===== src/rtl/adder_op_issuer.sv =====
// Sequencer driving a fixed-latency pipelined signed adder core: accepts
// one add/sub request at a time, enables the core, captures its result.
// Ports: clk, rst (sync, active-high); in_valid/in_ready/in_a/in_b/in_sub
// request port; core_ce/core_a/core_b/core_valid/core_s core port;
// out_valid/out_ready/out_sum/out_ovf/out_err result port.
module adder_op_issuer #(
  parameter int WIDTH   = 64,
  parameter int TIMEOUT = 16
) (
  input  logic             clk,
  input  logic             rst,
  input  logic             in_valid,
  output logic             in_ready,
  input  logic [WIDTH-1:0] in_a,
  input  logic [WIDTH-1:0] in_b,
  input  logic             in_sub,
  output logic             core_ce,
  output logic [WIDTH-1:0] core_a,
  output logic [WIDTH-1:0] core_b,
  input  logic             core_valid,
  input  logic [WIDTH-1:0] core_s,
  output logic             out_valid,
  input  logic             out_ready,
  output logic [WIDTH-1:0] out_sum,
  output logic             out_ovf,
  output logic             out_err
);

  localparam int CW = $clog2(TIMEOUT);

  typedef enum logic [1:0] {
    IDLE  = 2'd0,
    ISSUE = 2'd1,
    DONE  = 2'd2
  } state_t;

  state_t          state;
  logic [CW-1:0]   cnt;
  logic            sub_q;
  logic            sb_q;
  logic            sa;
  logic            ss;
  logic            ovf;

  assign in_ready  = (state == IDLE);
  assign core_ce   = (state == ISSUE);
  assign out_valid = (state == DONE);

  // Overflow uses the sign of the original B, so subtracting the most
  // negative value (whose negation is itself) is still flagged correctly.
  assign sa  = core_a[WIDTH-1];
  assign ss  = core_s[WIDTH-1];
  assign ovf = sub_q ? ((sa != sb_q) && (ss != sa))
                     : ((sa == sb_q) && (ss != sa));

  always_ff @(posedge clk) begin
    if (rst) begin
      state   <= IDLE;
      cnt     <= '0;
      core_a  <= '0;
      core_b  <= '0;
      sub_q   <= 1'b0;
      sb_q    <= 1'b0;
      out_sum <= '0;
      out_ovf <= 1'b0;
      out_err <= 1'b0;
    end else begin
      unique case (state)
        IDLE: begin
          if (in_valid) begin
            core_a <= in_a;
            core_b <= in_sub ? (~in_b + 1'b1) : in_b;
            sub_q  <= in_sub;
            sb_q   <= in_b[WIDTH-1];
            cnt    <= '0;
            state  <= ISSUE;
          end
        end
        ISSUE: begin
          // A result arriving on the last watchdog cycle still wins.
          if (core_valid) begin
            out_sum <= core_s;
            out_ovf <= ovf;
            out_err <= 1'b0;
            state   <= DONE;
          end else if (cnt == CW'(TIMEOUT - 1)) begin
            out_sum <= '0;
            out_ovf <= 1'b0;
            out_err <= 1'b1;
            state   <= DONE;
          end else begin
            cnt <= cnt + 1'b1;
          end
        end
        DONE: begin
          if (out_ready) begin
            state <= IDLE;
          end
        end
        default: begin
          state <= IDLE;
        end
      endcase
    end
  end

endmodule


===== config.mk =====
export PLATFORM = sky130hd
export DESIGN_NAME = adder_op_issuer
export DESIGN_NICKNAME = d
export VERILOG_FILES = /design/src/rtl/adder_op_issuer.sv
export SDC_FILE = /design/constraint.sdc
export NUM_CORES = 1
export LEC_CHECK = 0
export ABC_AREA = 1
export BUFFER_PORTS_ARGS = -buffer_cell sky130_fd_sc_hd__buf_2
export CORE_AREA = 2 2 156 158
export CTS_CLUSTER_SIZE = 25
export DETAILED_ROUTE_END_ITERATION = 10
export DIE_AREA = 0 0 158 160
export MAX_ROUTING_LAYER = met4
export PLACE_DENSITY_LB_ADDON = 0.05
export SKIP_LAST_GASP = 1
export SLEW_MARGIN = 30
export SYNTH_ARGS = -nofsm -noshare
export SYNTH_HDL_FRONTEND = slang
export SYNTH_SLANG_ARGS = --single-unit

===== constraint.sdc =====
create_clock -name clk -period 1.4 [get_ports clk]
set_input_delay 0.07 -clock clk [delete_from_list [all_inputs] [get_ports clk]]
set_output_delay 0.07 -clock clk [all_outputs]
set_load 0.02 [all_outputs]

# Word level (Yosys, flattened, before mapping)
# Index checks and enable logic that the tools add are counted.
# W data, S select, Z words.
# totals
regBits,202
inputBits,198
out_inout_bits,197
word_cells,49
# classes
n_addsub,2
n_eq_ne,11
n_mux,17
n_bitwise,1
n_reduce_logical,9
# op_table
operator,n
$mux W64,3
$add A64 B1 Y64 const B,1
$not A64 Y64,1
$mux W4,3
$mux W2,4
$pmux W4 S2,1
$ne A2 B2 Y1 const B,3
$pmux W2 S3,1
$mux W1,5
$add A4 B1 Y4 const B,1
$eq A4 B4 Y1 const B,1
$reduce_and A2 Y1,2
$reduce_and A4 Y1,1
$reduce_bool A2 Y1,2
$ne A3 B1 Y1 const B,1
$reduce_and A3 Y1,1
$eq A2 B1 Y1 const B,1
$eq A2 B2 Y1 const B,1
$logic_and A1 B1 Y1,2
$logic_not A2 Y1,1
$ne A1 B1 Y1,2
$ne A2 B1 Y1 const B,1
$eq A1 B1 Y1,1

# Logic depth before layout (Yosys ltp)
# Gate-level depths: netlist (run 1).
# logic_depth
ltp_word,4
mapped_depth,13
ltp_nobuf,13

# Least setup slack after synthesis (run 1)
# OpenSTA, ideal clock, no wires.
# synth_timing
path_type,register to register
from,register state[1]
to,register core_b[51]
setup_ns,0.109
t_arrival_ns,1.478
required_ns,1.291
setup_slack_ns,-0.187
stages_incl_launch_ff,9
n_path_buf,2
synth_period_minus_slack_ns,1.587
cell_sequence,dfxtp_1 > nor2_1 > nand2_2 > inv_2 > buf_4 > buf_2 > nand3_1 > nand2_1 > inv_1
# synth_via
elab_chain_cells,2
# synth_lines
item,line,rtl
start: declaration,37,state_t state;
start signal: assignment,58,state <= IDLE;
start signal: assignment,76,state <= ISSUE;
start signal: assignment,85,state <= DONE;
$logic_not A2 Y1,-,
net in_ready,13,"output logic in_ready,"
$reduce_and A2 Y1 (no line),-,
end signal: assignment,72,core_b <= in_sub ? (~in_b + 1'b1) : in_b;
end: declaration,19,"output logic [WIDTH-1:0] core_b,"
# The timed path passes the listed nets, and every way through them passes these cells.
# A chain may end at the register's enable or synchronous reset.

# Worst setup path in the final report (run 1)
# layout_timing
from,register state[1]
to,register out_sum[16]
# layout_via
elab_chain_cells,2
# layout_lines
item,line,rtl
$eq A2 B1 Y1,68,unique case (state)
$reduce_and A2 Y1 (no line),-,
end signal: assignment,82,out_sum <= core_s;
end: declaration,24,"output logic [WIDTH-1:0] out_sum,"
# No other way between the ends.

==> results.cfg, run 1 <==
[status]
status = complete, but fails checks
violations = negative setup slack

[global_routing]
grt_usage_pct = 29.66
grt_pass1_wl_microns = 57980
antenna_found_initial = 1
grt_max_degree = 62
globalRouteOverflowTotal = 0
grt_pass1_vias = 11254

[finish]
final_cell_mix = 390 x buf_2, 298 x nor2_1, 295 x nand2_1, 198 x dfxtp_1, 166 x dlygate4sd3_1
fill_cells = 1997
instances_no_fill = 2462
syn2layout_area_growth_pct = 73.65
multiInputGateArea_sq_mm = 0.005225
nets = 2319
ff_latch_area_sq_mm = 0.004051
drive_gt1_share_pct = 35.61
final_common_cell = buf_2

[sta]
setup_viol = 36
min_period_over_period_pct = 103.9
finClkSkew_ns = 0.01382
timing.hold.ws_ns = 0.01127
worst_pin_slew_ns = 0.4027
setup_ws_ns = -0.05472
hold_violations = 0
rsz0062_at_grt = yes
timing.fmax_mhz = 687.4
slew_headroom_pct = 72.97
fin_crit_ns = 1.455
slew_viol_final = 0

[worst_setup_path]
worstPathRequired_ns = 1.84
critPathCaptureType = flip-flop
worstSetupPathType = flip-flop to flip-flop
cp_common_cell = nor2_4
cp_num_buf_inv = 3
crit_chain = buf_6, nor2_4, inv_2, nor2_4, buf_12, nand2_1, a21oi_1
critPathMaxFanout = 50
critPathLaunchType = flip-flop
arrival_ns = 1.90
cp.depth = 7
cp_slowest_cell = dfxtp_2
path_delay_family = buffers and inverters
critical-path-max-stage-delay_ns = 0.34
reg2reg_depth = 7

[detailed_routing]
wl_microns = 40740
drtIter0Drc = 1009
drcViolationCount = 0
dr.pass1.iters = 6
dr_wl_met2_microns = 19700
wl_met3_microns = 2793
postRouteAntennaNets = 0
dr_total_vias = 11946
met1Wirelength_microns = 16490
top_layer = met4
routed_wire_length_per_instance_microns = 16.55
routed_via_density = 4.852

[pwr]
power_density_mw_per_mm2 = 1027
power_mw = 16.91
ir_drop_v = 0.0007646
leakage_nw = 8.021

[clock_tree]
clk_path_buf_depth = 3
clk_latency_ns = 0.52
cts-root-buf = clkbuf_16
clkTransAtPathRegs_ns = 0.06
cts_made_buffers = 24
cts_tree = built
htree_levels = 1
cts.sinks = 202

[floorplan]
die-area_sq_mm = 0.02528
die_x_microns = 158
ios = 395
rows = 57
die_y_microns = 160
core-area_sq_mm = 0.02382
start_util_pct = 39.79

[yosys]
synth_warnings = 0
synthCells = 1425
ys_seq_area_share_pct = 42.66
ys_ff_latch = 202
synth_area_sq_mm = 0.009479
synth_cell_types = 36
syn_avg_cell_area_sq_um = 6.652
synth_fp_nets = 1625

[placement]
placed_cells = 2219
routabilityCongestion = 0.9481
hpwl_microns = 26830
place_ws_ns = -0.2627
portBuffers = 394

[worst_hold_path]
min_path_type = input port to flip-flop
hold_depth = 4

[job]
drv_cap = 0
-- metrics by stage --
stage	util (%)	setup TNS (ns)	instance area (sq um)
after global routing	69.10	-5.622	16460
after detailed placement	53.99	-3.892	12860
final	69.10	-0.6386	16460
after floorplan	-	0	9495
after CTS	64.87	-0.4286	15450
after global placement	53.99	-2.872	12860
-- repair_timing --
action,in CTS,in global routing
gates cloned,2,18
pin swaps,1,17
hold buffers,167,0
endpoints found under the setup margin,6,114
setup buffers,1,13
endpoints found under the hold margin,169,0
resized for setup,7,171
-- cells by family (layout without fill, tap and decap cells) --
logic type      after synthesis  in the layout  synth area share (%)
compound gates              238            238                 13.32
xor+xnor                     24             24                 2.218
fa+ha+maj                     2              2                0.2639
buf+inv                     175            887                 7.656
flops                       202            202                 42.66
other cells                   0              1                     0
simple gates                784            784                 33.88
-- worst reg2reg max path: cells and delay by family (launching register included) --
kind	cells	cell delay [ns]
buffers and inverters	3	0.44
AND/OR/NAND/NOR	3	0.41
AO/OA/AOI/OAI	1	0.18
flip-flops	1	0.34
-- final timing paths --
kind | from | endpoint | slack, ns
worst max-delay path | state[1] | out_sum[16] | -0.05
worst min-delay path | in_b[2] | core_b[2] | 0.01
worst max register to register | state[1] | out_sum[16] | -0.05
worst min register to register | out_sum[63] | out_sum[63] | 0.46
-- flip-flops by register name, summed over array words and instances, names as in the netlist --
| register | cells |
|---|---|
| core_a | 64 |
| sb_q | 1 |
| core_b | 64 |
| out_err | 1 |
| out_ovf | 1 |
| sub_q | 1 |
| cnt | 4 |
| out_sum | 64 |
| state | 2 |
-- synth_stat cells (all sizes together) --
library cell | n | area, sq um
a21o | 3 | 22.52
a21oi | 94 | 470.5
a31oi | 3 | 18.77
and2 | 1 | 6.260
and3 | 1 | 6.260
buf | 39 | 215.2
clkbuf | 32 | 120.1
clkinv | 1 | 3.750
dfxtp | 202 | 4044
ha | 2 | 25.02
inv | 103 | 386.6
nand2 | 357 | 1388
nand3 | 68 | 357.8
nand3b | 3 | 22.52
nand4 | 9 | 56.30
nor2 | 342 | 1360
nor3 | 3 | 15.01
o211ai | 2 | 15.01
o21ai | 127 | 661.9
o21bai | 4 | 30.03
o221ai | 5 | 43.79
xnor2 | 9 | 78.83
xor2 | 15 | 131.4
-- final cells by class --
| cell class | instances | share of cell area [%] |
|---|---|---|
| Sequential cell | 202 | 24.61 |
| Clock inverter | 7 | 0.4333 |
| Antenna cell | 1 | 0.01520 |
| Multi-Input combinational cell | 1048 | 31.74 |
| Tap cell | 324 | 2.463 |
| Inverter | 104 | 2.448 |
| Clock buffer | 37 | 4.500 |
| Timing Repair inverter | 2 | 0.1216 |
| Timing Repair Buffer | 737 | 33.67 |
-- report_power, final --
part           switching [mW]  internal [mW]
Combinational            2.28           1.85
Clock                    2.54           3.82
Sequential              0.235           6.18
-- per-layer routing --
layer	vias to the layer above	GRT usage (%)
met5	-	-
met4	0	12.45
met3	121	5.129
met2	455	50.26
met1	5445	34.45
li1	5925	-
No activity file was read; power rests on OpenSTA's default activity.
==> run 2: changes to the inputs <==
Settings changed: SETUP_SLACK_MARGIN set to 0.05.
==> results.cfg, run 2 (synthesis gave the netlist of run 1 again) <==
[floorplan]
start_util_pct = 39.79
die_x_microns = 158
core-area_sq_mm = 0.02382
die_y_microns = 160
rows = 57
ios = 395
die-area_sq_mm = 0.02528

[pwr]
power_density_mw_per_mm2 = 993.9
ir_drop_v = 0.0009102
leakage_nw = 8.240

[global_routing]
globalRoute.busiestLayer = met2
grt_max_degree = 70
globalRouteOverflowTotal = 0
grt_usage_pct = 31.57
met2_usage_pct = 53.93
grt_pass1_vias = 11904
use_met1_pct = 36.36
grtUsageMet3_pct = 4.668
grt_pass1_wl_microns = 61400
antenna_found_initial = 0

[sta]
rsz0062_at_grt = yes
timing.fmax_mhz = 664.6
timing.hold.ws_ns = -0.04100
hold_violations = 1
slew_headroom_pct = 70.86
slew_viol_final = 0
fin_setup_tns_ns = -3.613
min_period_over_period_pct = 107.5
finClkSkew_ns = 0.01094
worst_pin_slew_ns = 0.4337
fin_crit_ns = 1.505
setup_viol = 105
setup_ws_ns = -0.1048

[worst_setup_path]
critPathCaptureType = flip-flop
worstSetupPathType = flip-flop to flip-flop
critPathMaxFanout = 9
crit_chain = buf_6, nor2_4, inv_2, nor2_4, buf_6, nor2_4, buf_12, buf_16, nand2_2, a21oi_1
critPathLaunchType = flip-flop
cp_common_cell = nor2_4
arrival_ns = 1.93
r2r_slack_ns = -0.10
critical-path-max-stage-delay_ns = 0.33
r2r-end = out_sum[14]
cp_slowest_cell = dfxtp_2
r2r_start = state[1]
worstPathRequired_ns = 1.83
reg2reg_depth = 10

[clock_tree]
cts_made_buffers = 24
cts.sinks = 202
cts_tree = built
clkTransAtPathRegs_ns = 0.06
clk_latency_ns = 0.51
htree_levels = 1
cts-root-buf = clkbuf_16
clk_path_buf_depth = 3

[finish]
drive_gt1_share_pct = 37.34
nets = 2344
finish.utilization_pct = 71.25
syn2layout_area_growth_pct = 79.04
n_antenna_cell = 0
instances_no_fill = 2480
final_cell_area_sq_mm = 0.01697
final_common_cell = buf_2
top_regs = core_a x64, core_b x64, out_sum x64
final_cell_mix = 390 x buf_2, 319 x nand2_1, 281 x nor2_1, 199 x dfxtp_1, 155 x dlygate4sd3_1

[detailed_routing]
dr.pass1.iters = 5
postRouteAntennaNets = 0
routed_wire_length_per_instance_microns = 17.43
routed_via_density = 4.977
dr_total_vias = 12342
drtIter0Drc = 958
wl_microns = 43220
drcViolationCount = 0

[status]
status = complete, but fails checks
violations = negative hold slack, negative setup slack

[job]
drv_cap = 0

[placement]
routabilityCongestion = 0.9400
portBuffers = 394
hpwl_microns = 26240
place_ws_ns = -0.1942
placed_area_sq_mm = 0.01286
placed_cells = 2223

[worst_hold_path]
hold_start = in_b[60]
hold_depth = 6
whs_endpoint = core_b[60]
min_path_type = input port to flip-flop
run 2: metal layers:
metal  routed length (microns)  part of all wire, %
met2                     20470                   47
met5                         0                    0
met1                     17330                   40
met4                      2347                  5.4
met3                      3065                  7.1
run 2: timing repair:
| item | CTS | global route |
|---|---|---|
| gates cloned | 19 | 20 |
| pin swaps | 9 | 77 |
| setup endpoints to repair | 116 | 203 |
| resized for setup | 87 | 173 |
| endpoints found under the hold margin | 158 | 0 |
| setup buffers | 19 | 8 |
| hold buffers | 156 | 0 |
run 2: where the power goes:
group	internal, mW	total [mW]	switching (mW)	leakage (nW)
combinational	2.13	4.61	2.47	6.23
sequential	6.18	6.43	0.254	1.66
clock	3.38	5.83	2.44	0.348
run 2: area by class of cell:
class,count,area (sq um)
clock buffer,33,685.7
clock inverter,5,30.03
fill,1922,6849
inverter,104,402.9
multi-input combinational,1048,5218
sequential,202,4050
tap,324,405.4
timing repair buffer,763,6163
timing repair inverter,1,16.27
run 2: per-stage QoR:
| step | power [mW] | hold slack (ns) |
|---|---|---|
| finish | 16.87 | -0.04100 |
| global route | 17.57 | 0.01313 |
| CTS | 16.34 | 0.00002598 |
| detailed placement | 9.751 | 0.3259 |
| global placement | 9.725 | 0.3190 |
| floorplan | 8.267 | 0.2174 |
run 2: worst max-delay path, delay by kind of cell, from the launching register on:
family	cells	cell delay [ns]
AND/OR/NAND/NOR	4	0.27
buffers and inverters	5	0.63
AO/OA/AOI/OAI	1	0.18
flip-flops	1	0.33
run 2: worst max path at each step:
stage	from	to	slack (ns)	cells after the start
after detailed placement	in_b[0]	core_b[44]	-0.19	12
after floorplan	state[0]	out_sum[14]	0.02	9
final	state[1]	out_sum[14]	-0.10	10
after global placement	in_b[56]	core_b[59]	-0.16	12
after global routing	state[1]	out_sum[42]	-0.19	10
after CTS	state[1]	core_ce	-0.06	5
